### src/rtl/axi_lite_slave_router.sv
// axi_lite_slave_router: single-master AXI4-Lite router steering AW/W/B and AR/R to one of NUM_SLAVES slaves, DECERR for out-of-range indices
module axi_lite_slave_router #(
  parameter int ADDR_W     = 32,
  parameter int DATA_W     = 32,
  parameter int NUM_SLAVES = 5
) (
  input  logic                         clk,
  input  logic                         rst,
  input  logic [2:0]                   aw_slave,
  input  logic [2:0]                   ar_slave,
  input  logic [ADDR_W-1:0]            s_awaddr,
  input  logic                         s_awvalid,
  output logic                         s_awready,
  input  logic [DATA_W-1:0]            s_wdata,
  input  logic [DATA_W/8-1:0]          s_wstrb,
  input  logic                         s_wvalid,
  output logic                         s_wready,
  output logic [1:0]                   s_bresp,
  output logic                         s_bvalid,
  input  logic                         s_bready,
  input  logic [ADDR_W-1:0]            s_araddr,
  input  logic                         s_arvalid,
  output logic                         s_arready,
  output logic [DATA_W-1:0]            s_rdata,
  output logic [1:0]                   s_rresp,
  output logic                         s_rvalid,
  input  logic                         s_rready,
  output logic [ADDR_W-1:0]            m_awaddr,
  output logic [NUM_SLAVES-1:0]        m_awvalid,
  input  logic [NUM_SLAVES-1:0]        m_awready,
  output logic [DATA_W-1:0]            m_wdata,
  output logic [DATA_W/8-1:0]          m_wstrb,
  output logic [NUM_SLAVES-1:0]        m_wvalid,
  input  logic [NUM_SLAVES-1:0]        m_wready,
  input  logic [2*NUM_SLAVES-1:0]      m_bresp,
  input  logic [NUM_SLAVES-1:0]        m_bvalid,
  output logic [NUM_SLAVES-1:0]        m_bready,
  output logic [ADDR_W-1:0]            m_araddr,
  output logic [NUM_SLAVES-1:0]        m_arvalid,
  input  logic [NUM_SLAVES-1:0]        m_arready,
  input  logic [DATA_W*NUM_SLAVES-1:0] m_rdata,
  input  logic [2*NUM_SLAVES-1:0]      m_rresp,
  input  logic [NUM_SLAVES-1:0]        m_rvalid,
  output logic [NUM_SLAVES-1:0]        m_rready
);
  typedef enum logic [1:0] {W_IDLE, W_FWD, W_RESP, W_ERR} w_state_t;
  typedef enum logic [1:0] {R_IDLE, R_FWD, R_DATA, R_ERR} r_state_t;
  w_state_t ws, ws_n;
  r_state_t rs, rs_n;
  logic [2:0] wsel, rsel;
  logic aw_pend, w_pend, aw_ok, ar_ok, aw_hs, w_hs, w_go;
  assign aw_ok = {1'b0, aw_slave} < 4'(NUM_SLAVES);
  assign ar_ok = {1'b0, ar_slave} < 4'(NUM_SLAVES);
  assign aw_hs = |(m_awvalid & m_awready);
  assign w_hs  = |(m_wvalid & m_wready);
  assign w_go  = ws == W_IDLE && s_awvalid && s_wvalid;
  always_ff @(posedge clk) begin
    if (rst) begin
      ws       <= W_IDLE;
      rs       <= R_IDLE;
      wsel     <= '0;
      rsel     <= '0;
      aw_pend  <= 1'b0;
      w_pend   <= 1'b0;
      m_awaddr <= '0;
      m_wdata  <= '0;
      m_wstrb  <= '0;
      m_araddr <= '0;
    end else begin
      ws <= ws_n;
      rs <= rs_n;
      if (w_go) begin
        wsel     <= aw_slave;
        m_awaddr <= s_awaddr;
        m_wdata  <= s_wdata;
        m_wstrb  <= s_wstrb;
        aw_pend  <= aw_ok;
        w_pend   <= aw_ok;
      end else begin
        aw_pend <= aw_pend && !aw_hs;
        w_pend  <= w_pend && !w_hs;
      end
      if (rs == R_IDLE && s_arvalid) begin
        rsel     <= ar_slave;
        m_araddr <= s_araddr;
      end
    end
  end
  always_comb begin
    ws_n      = ws;
    rs_n      = rs;
    s_awready = ws == W_IDLE && !rst;
    s_wready  = ws == W_IDLE && !rst;
    s_arready = rs == R_IDLE && !rst;
    s_bvalid  = ws == W_ERR;
    s_bresp   = ws == W_ERR ? 2'b11 : 2'b00;
    s_rvalid  = rs == R_ERR;
    s_rresp   = rs == R_ERR ? 2'b11 : 2'b00;
    s_rdata   = '0;
    m_awvalid = '0;
    m_wvalid  = '0;
    m_bready  = '0;
    m_arvalid = '0;
    m_rready  = '0;
    for (int i = 0; i < NUM_SLAVES; i++) begin
      if (ws == W_FWD && wsel == 3'(i)) begin
        m_awvalid[i] = aw_pend;
        m_wvalid[i]  = w_pend;
      end
      if (ws == W_RESP && wsel == 3'(i)) begin
        m_bready[i] = s_bready;
        s_bvalid    = m_bvalid[i];
        s_bresp     = m_bresp[2*i+:2];
      end
      if (rs == R_FWD && rsel == 3'(i)) m_arvalid[i] = 1'b1;
      if (rs == R_DATA && rsel == 3'(i)) begin
        m_rready[i] = s_rready;
        s_rvalid    = m_rvalid[i];
        s_rdata     = m_rdata[DATA_W*i+:DATA_W];
        s_rresp     = m_rresp[2*i+:2];
      end
    end
    case (ws)
      W_IDLE:  if (s_awvalid && s_wvalid) ws_n = aw_ok ? W_FWD : W_ERR;
      W_FWD:   if ((!aw_pend || aw_hs) && (!w_pend || w_hs)) ws_n = W_RESP;
      default: if (s_bvalid && s_bready) ws_n = W_IDLE;
    endcase
    case (rs)
      R_IDLE:  if (s_arvalid) rs_n = ar_ok ? R_FWD : R_ERR;
      R_FWD:   if (|(m_arvalid & m_arready)) rs_n = R_DATA;
      default: if (s_rvalid && s_rready) rs_n = R_IDLE;
    endcase
  end
endmodule
### config.mk
export PLATFORM = sky130hd
export DESIGN_NAME = axi_lite_slave_router
export DESIGN_NICKNAME = d
export VERILOG_FILES = /design/src/rtl/axi_lite_slave_router.sv
export SDC_FILE = /design/constraint.sdc
export NUM_CORES = 1
export LEC_CHECK = 0
export CORE_AREA = 2 2 187 189
export DETAILED_ROUTE_END_ITERATION = 10
export DIE_AREA = 0 0 189 191
export PLACE_DENSITY = 0.53
export SYNTH_ARGS = -nofsm -noshare
export SYNTH_HDL_FRONTEND = slang
export SYNTH_SLANG_ARGS = --single-unit
### constraint.sdc
create_clock -name clk -period 2.8 [get_ports clk]
set_input_delay 0.42 -clock clk [delete_from_list [all_inputs] [get_ports clk]]
set_output_delay 0.42 -clock clk [all_outputs]
set_load 0.01 [all_outputs]
# Word level (Yosys, flattened, before mapping)
# Index checks and enable logic that the tools add are counted.
dict set report classes {
  addsub 0
  n_mul 0
  n_div 0
  n_lt_le_gt_ge 2
  eq_ne 18
  shift 0
  muxes 64
  bitwise_logic 3
  reduce_logical 49
}
# cell n
set ops {}
lappend ops {{$mux W32} 5}
lappend ops {{$mux W2} 20}
lappend ops {{$mux W1} 37}
lappend ops {{$logic_and A1 B1 Y1} 31}
lappend ops {{$and A5 B5 Y5} 3}
lappend ops {{$reduce_or A5 Y1} 3}
lappend ops {{$eq A3 B2 Y1 const B} 4}
lappend ops {{$eq A2 B2 Y1 const B} 4}
lappend ops {{$pmux W2 S2} 2}
lappend ops {{$eq A3 B1 Y1 const B} 2}
lappend ops {{$eq A3 B3 Y1 const B} 2}
lappend ops {{$logic_not A3 Y1} 2}
lappend ops {{$lt A3 B3 Y1 const B} 2}
lappend ops {{$ne A2 B1 Y1 const B} 3}
lappend ops {{$reduce_and A3 Y1} 2}
lappend ops {{$reduce_bool A3 Y1} 2}
lappend ops {{$logic_not A1 Y1} 5}
lappend ops {{$eq A2 B1 Y1 const B} 2}
lappend ops {{$logic_not A2 Y1} 2}
lappend ops {{$logic_or A1 B1 Y1} 2}
lappend ops {{$ne A2 B2 Y1 const B} 1}
dict set report word_totals {
  register_bits 112
  latchBits 0
  mem_bits_rw 0
  rom_bits 0
  input_bits 318
  out_inout_bits 166
  elab_cells 146
  n_memories 0
}

# Longest topological paths before layout
# Gate-level depths: netlist (run 1).
dict set report logic_depth {
  depth_word 10
  mapped_depth 7
  mapped_depth_nobuf 5
}

# Least setup slack after synthesis (run 1)
# Ideal clock, no wire load.
dict set report synth_path {
  path_type {reg-to-output}
  from {register rs[0]}
  to {output port m_rready[0]}
  arrival_time_ps 1607
  required_time_ps 2380
  setup_slack_ps 773
  path_stages_with_launch 7
  path_buffers 3
  path_cell_list {dfxtp_1 buf_2 nand2b_4 or2_2 clkbuf_1 clkbuf_1 nor4_1}
}
dict set report synth_via {
  elab_chain_len 3
}
# element line_no
set synth_lines {}
lappend synth_lines {{start: declaration} 49} ;# r_state_t rs, rs_n;
lappend synth_lines {{start signal: assignment} 71} ;# rs <= rs_n;
lappend synth_lines {{$eq A2 B2 Y1} 116} ;# if (rs == R_DATA && rsel == 3'(i)) begin
lappend synth_lines {{$logic_and A1 B1 Y1} 116}
lappend synth_lines {{$mux W1} 116}
lappend synth_lines {{end: declaration} 44} ;# output logic [NUM_SLAVES-1:0] m_rready
# No other way between the ends.

# Worst setup path after layout (run 1)
dict set report layout_path {
  from {register rsel[0]}
  to {output port s_rdata[1]}
}
dict set report layout_via {
  elab_chain_len 7
  elab_cells_between_ends 15
  classes_between {4 x eq/ne; 5 x mux; 6 x reduce/logical}
}
# element line_no
set layout_lines {}
lappend layout_lines {{start: declaration} 50} ;# logic [2:0] wsel, rsel;
lappend layout_lines {{start signal: assignment} 84} ;# rsel <= ar_slave;
lappend layout_lines {{$logic_not A3 Y1} 116}
lappend layout_lines {{$logic_and A1 B1 Y1} 116}
lappend layout_lines {{$mux W32 (4 in series)} 116}
lappend layout_lines {{$mux W32 (*)} 116}
lappend layout_lines {{end: declaration} 24} ;# output logic [DATA_W-1:0] s_rdata,
# Mark *: on every way between the ends. The rest lies on a longest branch, timed or not.

==> results of run 1 <==
-- sequential cells by signal, summed over array words and instances, names as in the netlist --
signal    flops
m_wstrb       4
rs            2
m_awaddr     32
w_pend        1
wsel          3
m_araddr     32
ws            2
m_wdata      32
rsel          3
aw_pend       1
-- kinds of logic (layout without fill, tap and decap cells) --
family / Yosys count / in the layout / share of synthesized area, %
and+or+nand+nor: 317 / 317 / 24.33
muxes: 35 / 35 / 11.18
DFF: 112 / 112 / 38.69
AOI/OAI and AO/OA: 199 / 199 / 20.64
other: 0 / 2 / 0
buffers and inverters: 71 / 540 / 5.160
-- cell type report --
type,instances,area (um2),area share [%]
Tap cell,455,569.3,4.866
Timing Repair Buffer,519,5196,44.42
Antenna cell,2,5.005,0.04278
Clock buffer,10,239.0,2.043
Sequential cell,112,2252,19.25
Inverter,5,18.77,0.1604
Clock inverter,6,137.6,1.176
Multi-Input combinational cell,551,3281,28.04
-- metrics by stage --
stage	power (uW)	cells	util, %	hold slack [ns]	area, um2
after detailed placement	3662	1640	32.90	0.4453	11220
after floorplan	2546	734	-	0.4805	5796
final	5241	1660	34.29	0.4544	11700
after global placement	3654	1640	32.90	0.4403	11220
after global routing	5517	1659	34.28	0.4685	11700
after CTS	5340	1657	34.11	0.4567	11640
-- layer usage --
metal,vias up,routed length [um],global-route usage (%)
met5,-,0,0
met4,0,588,4.657
met3,31,2521,4.994
met2,292,15870,29.75
met1,3310,11850,17.75
li1,3487,-,-
-- layout by cell type, fill, tap and decap left out, types with 3 or more instances in the layout --
master | Yosys | routed
a21oi_1 | 117 | 117
a22o_1 | 23 | 22
a22oi_1 | 16 | 16
and2_1 | 3 | 3
and3_1 | 6 | 5
buf_12 | 0 | 4
buf_4 | 3 | 28
buf_6 | 0 | 5
bufinv_16 | 0 | 4
clkbuf_16 | 0 | 9
clkdlybuf4s50_1 | 0 | 472
dfxtp_1 | 112 | 106
dfxtp_2 | 0 | 5
dlymetal6s2s_1 | 0 | 10
inv_1 | 5 | 5
mux2_2 | 8 | 8
mux2i_1 | 4 | 4
mux4_2 | 23 | 23
nand2_1 | 223 | 223
nand2b_1 | 6 | 6
nand3_1 | 5 | 4
nand3b_1 | 9 | 9
nor2_1 | 23 | 22
nor2b_1 | 4 | 4
nor3_1 | 19 | 19
nor3b_1 | 4 | 4
o211ai_1 | 3 | 3
o21a_1 | 4 | 4
o21ai_0 | 18 | 17
-- final timing paths --
kind | from | end | slack [ns] | cells after the start
worst min-delay path | m_wdata[19]$_SDFFE_PP0P_ | m_wdata[19]$_SDFFE_PP0P_ | 0.45 | 2
worst min register to register | m_wdata[19]$_SDFFE_PP0P_ | m_wdata[19]$_SDFFE_PP0P_ | 0.45 | 2
worst max-delay path | rsel[0]$_SDFFE_PP0P_ | s_rdata[1] | 0.08 | 5
worst max register to register | ws[0]$_SDFFE_PP0P_ | ws[0]$_SDFFE_PP0P_ | 0.83 | 6
-- what timing repair did --
item                                    4_1_cts  5_1_grt
pin swaps                                     0        1
endpoints found under the setup margin       35       28
hold buffers                                  0        0
resized for setup                             7       20
setup buffers                                 1        1
-- worst reg2reg max path: cells and delay by family, from the launching register on --
kind | cells | cell delay [ns]
AND/OR/NAND/NOR | 3 | 0.90
flip-flops | 1 | 0.44
AO/OA/AOI/OAI | 2 | 0.27
buffers and inverters | 1 | 0.21
-- power breakdown --
part	internal (uW)	switching [uW]	leakage, uW
Combinational	1060	793	0.00313
Sequential	1710	68.6	0.000919
Clock	995	618	0.000183
Total	3760	1480	0.00423
==> flow_metrics.env, run 1 <==
export IMPL_status="completed"
export IMPL_synth_cells=734
export IMPL_cap_violations=0
export IMPL_critPathSlowestCell="clkdlybuf4s50_1"
export IMPL_place_ws_ns=0.2203
export IMPL_cts_sinks=112
export IMPL_tns_ns=0
export IMPL_start_util_pct=16.99
export IMPL_drive_above_1_share_pct=8.562
export IMPL_dieArea_mm2=0.03610
export IMPL_relSlewSlack_pct=50.45
export IMPL_ys_types=47
export IMPL_synthToLayoutAreaGrowth_pct=101.9
export IMPL_ir_drop_mv=0.3336
export IMPL_synth_most_common_cell="nand2_1"
export IMPL_clock_root_buffer="clkbuf_16"
export IMPL_core_area_mm2=0.03412
export IMPL_design_portCount=484
export IMPL_hold_viol_final=0
export IMPL_finalCriticalPeriod_ns=2.717
export IMPL_first_pass_iters=4
export IMPL_fin_worst_skew_ns=0.008600
export IMPL_synthArstFlopShare_pct=0
export IMPL_synth_top_area_share_pct=38.69
export IMPL_yosys_top_cells_count="nand2_1 (223), a21oi_1 (117), dfxtp_1 (112)"
export IMPL_arrival_ns=2.30
export IMPL_crit_type="flop to primary output"
export IMPL_synth_area_leaders="dfxtp_1 (39%), nand2_1 (14%), a21oi_1 (10%), mux4_2 (8.9%), a22o_1 (3.5%)"
export IMPL_grt_pass1_wl_um=44490
export IMPL_clkTransAtPathRegs_ns=0.08
export IMPL_cp_start_kind="flop"
export IMPL_fmax_mhz=368.1
export IMPL_cp_cell_sequence="or3b_4 > nor2_8 > buf_12 > a22o_1 > clkdlybuf4s50_1"
export IMPL_slowest_delay_ns=0.58
export IMPL_grt_max_degree=65
export IMPL_ys_seq_area_share_pct=38.69
export IMPL_holdCritPathClass="flop to flop"
export IMPL_finalSetupViolations=0
export IMPL_wl_per_cell_um=18.57
export IMPL_route_detailed_drc=0
export IMPL_dpl_hpwl_um=24250
export IMPL_num_rows=68
export IMPL_cts_buffer_depth=2
export IMPL_cts_tree="yes"
export IMPL_ys_seq_elements=112
export IMPL_p_per_area_mw_per_mm2=448.0
export IMPL_worst_pin_slew_ns=0.7432
export IMPL_cts_buffers=9
export IMPL_crit_buf_inv=2
export IMPL_synth_top_area_cell="dfxtp_1"
export IMPL_nets=1516
export IMPL_worst_slack_ns=0.08331
export IMPL_numPortBuffers=483
export IMPL_wirelength_um=30830
export IMPL_vias=7120
export IMPL_end_kind="primary output"
export IMPL_num_fill_cells=3575
export IMPL_drt_iter0_markers=291
export IMPL_routabilityCongestion=0.8977
export IMPL_die_w_um=189
export IMPL_clock_latency_ns=0.36
export IMPL_first_global_vias=7241
export IMPL_grt_usage_pct=16.15
export IMPL_finalMaxSlewViolations=0
export IMPL_ys_warn_count=0
export IMPL_syn_cell_area_mm2=0.005796
export IMPL_required_ns=2.38
export IMPL_avgSynthCellArea_um2=7.896
export IMPL_htreeDepth=3
export IMPL_crit_family="buffers and inverters"
export IMPL_p_leak_uw=0.004234
export IMPL_antenna_found_initial=2
export IMPL_synth_edff_count=0
export IMPL_post_route_period_util_pct=97.02
export IMPL_ys_flop_type="dfxtp_1"
export IMPL_overflow=0
export IMPL_path_max_fanout=26
export IMPL_synth_nets=1052
export IMPL_routed_via_density=4.289
export IMPL_fp_dieH_um=191
export IMPL_postRouteAntennaNets=0
(Power assumes the default switching activity.)
==> run 2, diff against run 1 <==
--- a/config.mk
+++ b/config.mk
@@ -5,10 +5,12 @@
 export SDC_FILE = /design/constraint.sdc
 export NUM_CORES = 1
 export LEC_CHECK = 0
+export CAP_MARGIN = 40
 export CORE_AREA = 2 2 187 189
 export DETAILED_ROUTE_END_ITERATION = 10
 export DIE_AREA = 0 0 189 191
-export PLACE_DENSITY = 0.53
+export DONT_BUFFER_PORTS = 1
+export PLACE_DENSITY = 0.35
 export SYNTH_ARGS = -nofsm -noshare
 export SYNTH_HDL_FRONTEND = slang
 export SYNTH_SLANG_ARGS = --single-unit
==> run 2 against run 1 <==
Effect of this change: clock skew is 0.0019 ns lower; routed wire length is 12% lower; worst setup slack better by 0.12 ns; clock power is 23% lower; first-iteration DRC count is 25% lower; maximum frequency is 4.8% higher; power is 23% lower; critical path depth stayed put; sequential cell count stayed put.
==> flow_metrics.env, run 2 (synthesis gave the netlist of run 1 again) <==
export IMPL_status="completed"
export IMPL_finalSetupViolations=0
export IMPL_crit_type="flop to primary output"
export IMPL_cp_start_kind="flop"
export IMPL_finalCriticalPeriod_ns=2.592
export IMPL_grt_pass1_wl_um=36330
export IMPL_num_fill_cells=3859
export IMPL_post_route_period_util_pct=92.57
export IMPL_fin_worst_skew_ns=0.006683
export IMPL_grt_max_degree=116
export IMPL_ir_drop_mv=0.2663
export IMPL_hold_buffers=0
export IMPL_routabilityCongestion=0.8529
export IMPL_num_rows=68
export IMPL_wl_per_cell_um=22.97
export IMPL_tns_ns=0
export IMPL_clock_latency_ns=0.36
export IMPL_cts_buffers=9
export IMPL_arrival_ns=2.17
export IMPL_antenna_found_initial=6
export IMPL_first_pass_iters=4
export IMPL_overflow=0
export IMPL_htreeDepth=3
export IMPL_dpl_hpwl_um=21370
export IMPL_holdPathStages=1
export IMPL_cts_sinks=112
export IMPL_clock_root_buffer="clkbuf_16"
export IMPL_drive_above_1_share_pct=12.34
export IMPL_worst_pin_slew_ns=0.6691
export IMPL_synthToLayoutAreaGrowth_pct=14.70
export IMPL_grt_usage_pct=13.79
export IMPL_largest_registers="m_araddr (32), m_awaddr (32), m_wdata (32)"
export IMPL_cap_violations=0
export IMPL_start_util_pct=16.99
export IMPL_final_cell_mix="nand2_1 (223), a21oi_1 (117), dfxtp_1 (109)"
export IMPL_postRouteAntennaNets=0
export IMPL_rr_worst_depth=5
export IMPL_drt_iter0_markers=219
export IMPL_place_ws_ns=0.4416
export IMPL_nets=1026
export IMPL_required_ns=2.38
export IMPL_end_kind="primary output"
export IMPL_wirelength_um=26990
export IMPL_p_leak_uw=0.002144
export IMPL_path_max_fanout=36
export IMPL_p_per_area_mw_per_mm2=603.4
export IMPL_cts_buffer_depth=2
export IMPL_fp_dieH_um=191
export IMPL_route_detailed_drc=0
export IMPL_die_w_um=189
export IMPL_routed_via_density=4.586
export IMPL_design_portCount=484
export IMPL_fmax_mhz=385.8
export IMPL_cts_tree="yes"
export IMPL_numPortBuffers=0
export IMPL_clkTransAtPathRegs_ns=0.07
export IMPL_core_area_mm2=0.03412
export IMPL_vias=5388
export IMPL_holdCritPathClass="input port to flop"
export IMPL_first_global_vias=5285
export IMPL_relSlewSlack_pct=55.39
export IMPL_layout_commonest_cell="nand2_1"
export IMPL_rsz0062_at_grt="no"
export IMPL_worst_slack_ns=0.2082
export IMPL_finalMaxSlewViolations=0
export IMPL_hold_viol_final=0
export IMPL_dieArea_mm2=0.03610
[run 2: cell count changes in the layout (fill, tap and decap cells not counted), sizes merged]
cell           change
clkdlybuf4s50    -472
dlymetal6s2s      -10
buf                -8
diode              +5
bufinv             -4
clkinv             +2
clkbuf             +1
clkinvlp           +1
[run 2: where the power goes]
part	leakage (uW)	switching, uW	internal [uW]
clock	0.000136	608	628
sequential	0.000917	151	1710
combinational	0.00109	545	370
total	0.00214	1300	2710
[run 2: stage by stage]
| step | instances | hold slack, ns | power, uW | util [%] | area, um2 |
|---|---|---|---|---|---|
| after floorplan | 734 | 0.4805 | 2546 | - | 5796 |
| after global placement | 1149 | 0.4859 | 2818 | 18.56 | 6332 |
| after detailed placement | 1149 | 0.4907 | 2821 | 18.56 | 6332 |
| after CTS | 1165 | 0.09746 | 4091 | 19.36 | 6606 |
| after global routing | 1173 | 0.09523 | 4234 | 19.47 | 6643 |
| final | 1175 | 0.1202 | 4011 | 19.48 | 6648 |
[run 2: repair_timing]
action / 4_1_cts / 5_1_grt
endpoints found under the hold margin: 0 / 0
resized for setup: 0 / 1
buffers inserted: 0 / 3
setup endpoints to repair: 0 / 7
[run 2: cell type report]
| class | instances | area [um2] | area share [%] |
|---|---|---|---|
| Timing Repair Buffer | 29 | 255.2 | 3.840 |
| Clock buffer | 11 | 242.7 | 3.651 |
| Inverter | 5 | 18.77 | 0.2823 |
| Multi-Input combinational cell | 551 | 3267 | 49.14 |
| Clock inverter | 5 | 31.28 | 0.4705 |
| Sequential cell | 112 | 2246 | 33.78 |
| Antenna cell | 7 | 17.52 | 0.2635 |
| Tap cell | 455 | 569.3 | 8.564 |
[run 2: per-layer routing]
| layer | GRT usage, % | wire [um] | up-vias |
|---|---|---|---|
| li1 | - | - | 2521 |
| met1 | 13.00 | 8860 | 2564 |
| met2 | 26.43 | 14760 | 281 |
| met3 | 5.948 | 2831 | 22 |
| met4 | 4.808 | 537 | 0 |
| met5 | 0 | 0 | - |
[run 2: worst max-delay path, cell delays in order, from the launching register on]
cell and delay, ns:
dfxtp_2 0.33, or3b_1 0.53, nor2_8 0.48, a22oi_1 0.17, o21ai_0 0.13, buf_4 0.15
[run 2: worst paths after layout]
kind                                  start                        end  slack, ns
setup / recovery       rsel[0]$_SDFFE_PP0P_                s_rdata[31]       0.21
hold / removal                          rst   m_wdata[21]$_SDFFE_PP0P_       0.12
setup reg to reg       rsel[0]$_SDFFE_PP0P_         rs[0]$_SDFFE_PP0P_       0.68
hold reg to reg   m_awaddr[30]$_SDFFE_PP0P_  m_awaddr[30]$_SDFFE_PP0P_       0.50
==> run 3, diff against run 2 <==
==> config.mk (replaced) <==
export PLATFORM = sky130hd
export DESIGN_NAME = axi_lite_slave_router
export DESIGN_NICKNAME = d
export VERILOG_FILES = /design/src/rtl/axi_lite_slave_router.sv
export SDC_FILE = /design/constraint.sdc
export NUM_CORES = 1
export LEC_CHECK = 0
export CORE_AREA = 2 2 190 192
export DETAILED_ROUTE_END_ITERATION = 10
export DIE_AREA = 0 0 192 194
export DONT_BUFFER_PORTS = 1
export PLACE_DENSITY = 0.34
export SYNTH_ARGS = -nofsm -noshare
export SYNTH_HDL_FRONTEND = slang
export SYNTH_SLANG_ARGS = --single-unit
==> run 3 against run 2 <==
Effect of this change: hold slack better by 0.0010 ns; clock power up 17%; cell count down 0.17%; critical endpoint is now s_rdata[26]; worst setup slack better by 0.034 ns; non-clock buffer count down 11; routed wire length up 4.9%; sequential share of layout area up 0.096 points; power up 4.9%.
==> flow_metrics.env, run 3 (synthesis gave the netlist of run 1 again) <==
export IMPL_status="completed"
export IMPL_dpl_hpwl_um=21880
export IMPL_clock_latency_ns=0.36
export IMPL_wirelength_um=28320
export IMPL_die_w_um=192
export IMPL_drt_iter0_markers=242
export IMPL_synthToLayoutAreaGrowth_pct=14.31
export IMPL_cts_tree="yes"
export IMPL_path_max_fanout=16
export IMPL_finalCriticalPeriod_ns=2.558
export IMPL_p_int_uw=2854
export IMPL_numPortBuffers=0
export IMPL_core_area_mm2=0.03522
export IMPL_layout_commonest_cell="nand2_1"
export IMPL_finalMaxSlewViolations=0
export IMPL_regArea_mm2=0.002245
export IMPL_overflow=0
export IMPL_rrSetupSlack_ns=0.69
export IMPL_design_portCount=484
export IMPL_place_ws_ns=0.5220
export IMPL_use_met3_pct=6.389
export IMPL_htreeDepth=3
export IMPL_hold_viol_final=0
export IMPL_multi_input_area_mm2=0.003269
export IMPL_clkTransAtPathRegs_ns=0.08
export IMPL_grt_usage_pct=14.39
export IMPL_total_power_uw=4209
export IMPL_end_kind="primary output"
export IMPL_drive_above_1_share_pct=11.11
export IMPL_swShare_pct=32.20
export IMPL_p_switching_uw=1355
export IMPL_cap_violations=0
export IMPL_p_per_area_mw_per_mm2=635.3
export IMPL_grt_pass1_wl_um=38930
export IMPL_rsz0062_at_grt="no"
export IMPL_final_cell_mix="nand2_1 (223), a21oi_1 (117), dfxtp_1 (110)"
export IMPL_routabilityCongestion=0.8965
export IMPL_route_detailed_drc=0
export IMPL_p_leak_uw=0.002107
export IMPL_post_route_period_util_pct=91.34
export IMPL_crit_type="flop to primary output"
export IMPL_arrival_ns=2.14
export IMPL_largest_registers="m_araddr (32), m_awaddr (32), m_wdata (32)"
export IMPL_worst_pin_slew_ns=0.7273
export IMPL_num_fill_cells=4029
export IMPL_nets=1015
export IMPL_fp_dieH_um=194
export IMPL_finalSetupViolations=0
export IMPL_use_met1_pct=13.27
export IMPL_fin_worst_skew_ns=0.005187
export IMPL_fmax_mhz=391.0
export IMPL_antenna_found_initial=9
export IMPL_relSlewSlack_pct=51.45
export IMPL_routed_via_density=4.553
export IMPL_first_pass_iters=4
export IMPL_grt_max_degree=116
export IMPL_power_frac_comb_pct=21.4
export IMPL_clock_root_buffer="clkbuf_16"
export IMPL_holdCritPathClass="input port to flop"
export IMPL_num_rows=69
export IMPL_first_global_vias=5406
export IMPL_cts_buffers=9
export IMPL_postRouteAntennaNets=0
export IMPL_tns_ns=0
export IMPL_vias=5341
export IMPL_cts_buffer_depth=2
export IMPL_clkPwrFrac_pct=34.4
export IMPL_required_ns=2.38
export IMPL_cts_sinks=112
export IMPL_worst_slack_ns=0.2425
export IMPL_pwr_share_seq_pct=44.2
export IMPL_cp_start_kind="flop"
export IMPL_ir_drop_mv=0.2565
export IMPL_start_util_pct=16.45
export IMPL_dieArea_mm2=0.03725
export IMPL_wl_per_cell_um=24.14
export IMPL_busiest_layer="met2"
export IMPL_grt_use_met2_pct=26.85
==> run 3: power groups by stage <==
stage	Sequential, uW	Combinational [uW]	Clock [uW]
6_report	1860	902	1450
3_3_place_gp	1900	896	0
5_1_grt	1880	990	1580
4_1_cts	1870	904	1530
2_1_floorplan	1840	703	0
3_5_place_dp	1900	899	0
==> run 3: worst paths after layout <==
check / startpoint / cells after the start / to
setup / recovery: rsel[2]$_SDFFE_PP0P_ / 5 / s_rdata[26]
hold / removal: rst / 1 / m_awaddr[18]$_SDFFE_PP0P_
setup reg to reg: rsel[2]$_SDFFE_PP0P_ / 5 / rs[0]$_SDFFE_PP0P_
hold reg to reg: m_wstrb[0]$_SDFFE_PP0P_ / 2 / m_wstrb[0]$_SDFFE_PP0P_
==> run 3: timing repair <==
action,CTS,global route
hold buffers,0,0
setup endpoints to repair,0,2
resized for setup,0,1
setup buffers,0,3
==> run 3: per-stage QoR <==
step | instance area (um2) | instances | utilization (%) | hold WS, ns
5_1_grt | 6623 | 1172 | 18.80 | 0.08666
6_report | 6625 | 1173 | 18.81 | 0.1212
2_1_floorplan | 5796 | 734 | - | 0.4805
3_3_place_gp | 6245 | 1144 | 17.73 | 0.4871
3_5_place_dp | 6245 | 1144 | 17.73 | 0.4903
4_1_cts | 6575 | 1160 | 18.67 | 0.09275
==> run 3: critical path, cell delays in order (launching register included) <==
cell and delay, ns:
dfxtp_1 0.37, buf_4 0.18, or2_2 0.44, nor3_4 0.39, a22oi_1 0.16, o21ai_0 0.23
==> run 3: metal layers <==
metal,up-vias,share of wire (%)
met5,-,0
met2,296,54
met1,2528,32
met3,22,11
met4,0,2.4
li1,2495,-
==> run 3: final cells by class <==
type                            count  area share [%]
Antenna cell                       10          0.3777
Timing Repair Buffer               18           2.417
Clock inverter                      7           1.586
Inverter                            5          0.2833
Multi-Input combinational cell    551           49.35
Tap cell                          461           8.706
Sequential cell                   112           33.88
Clock buffer                        9           3.399
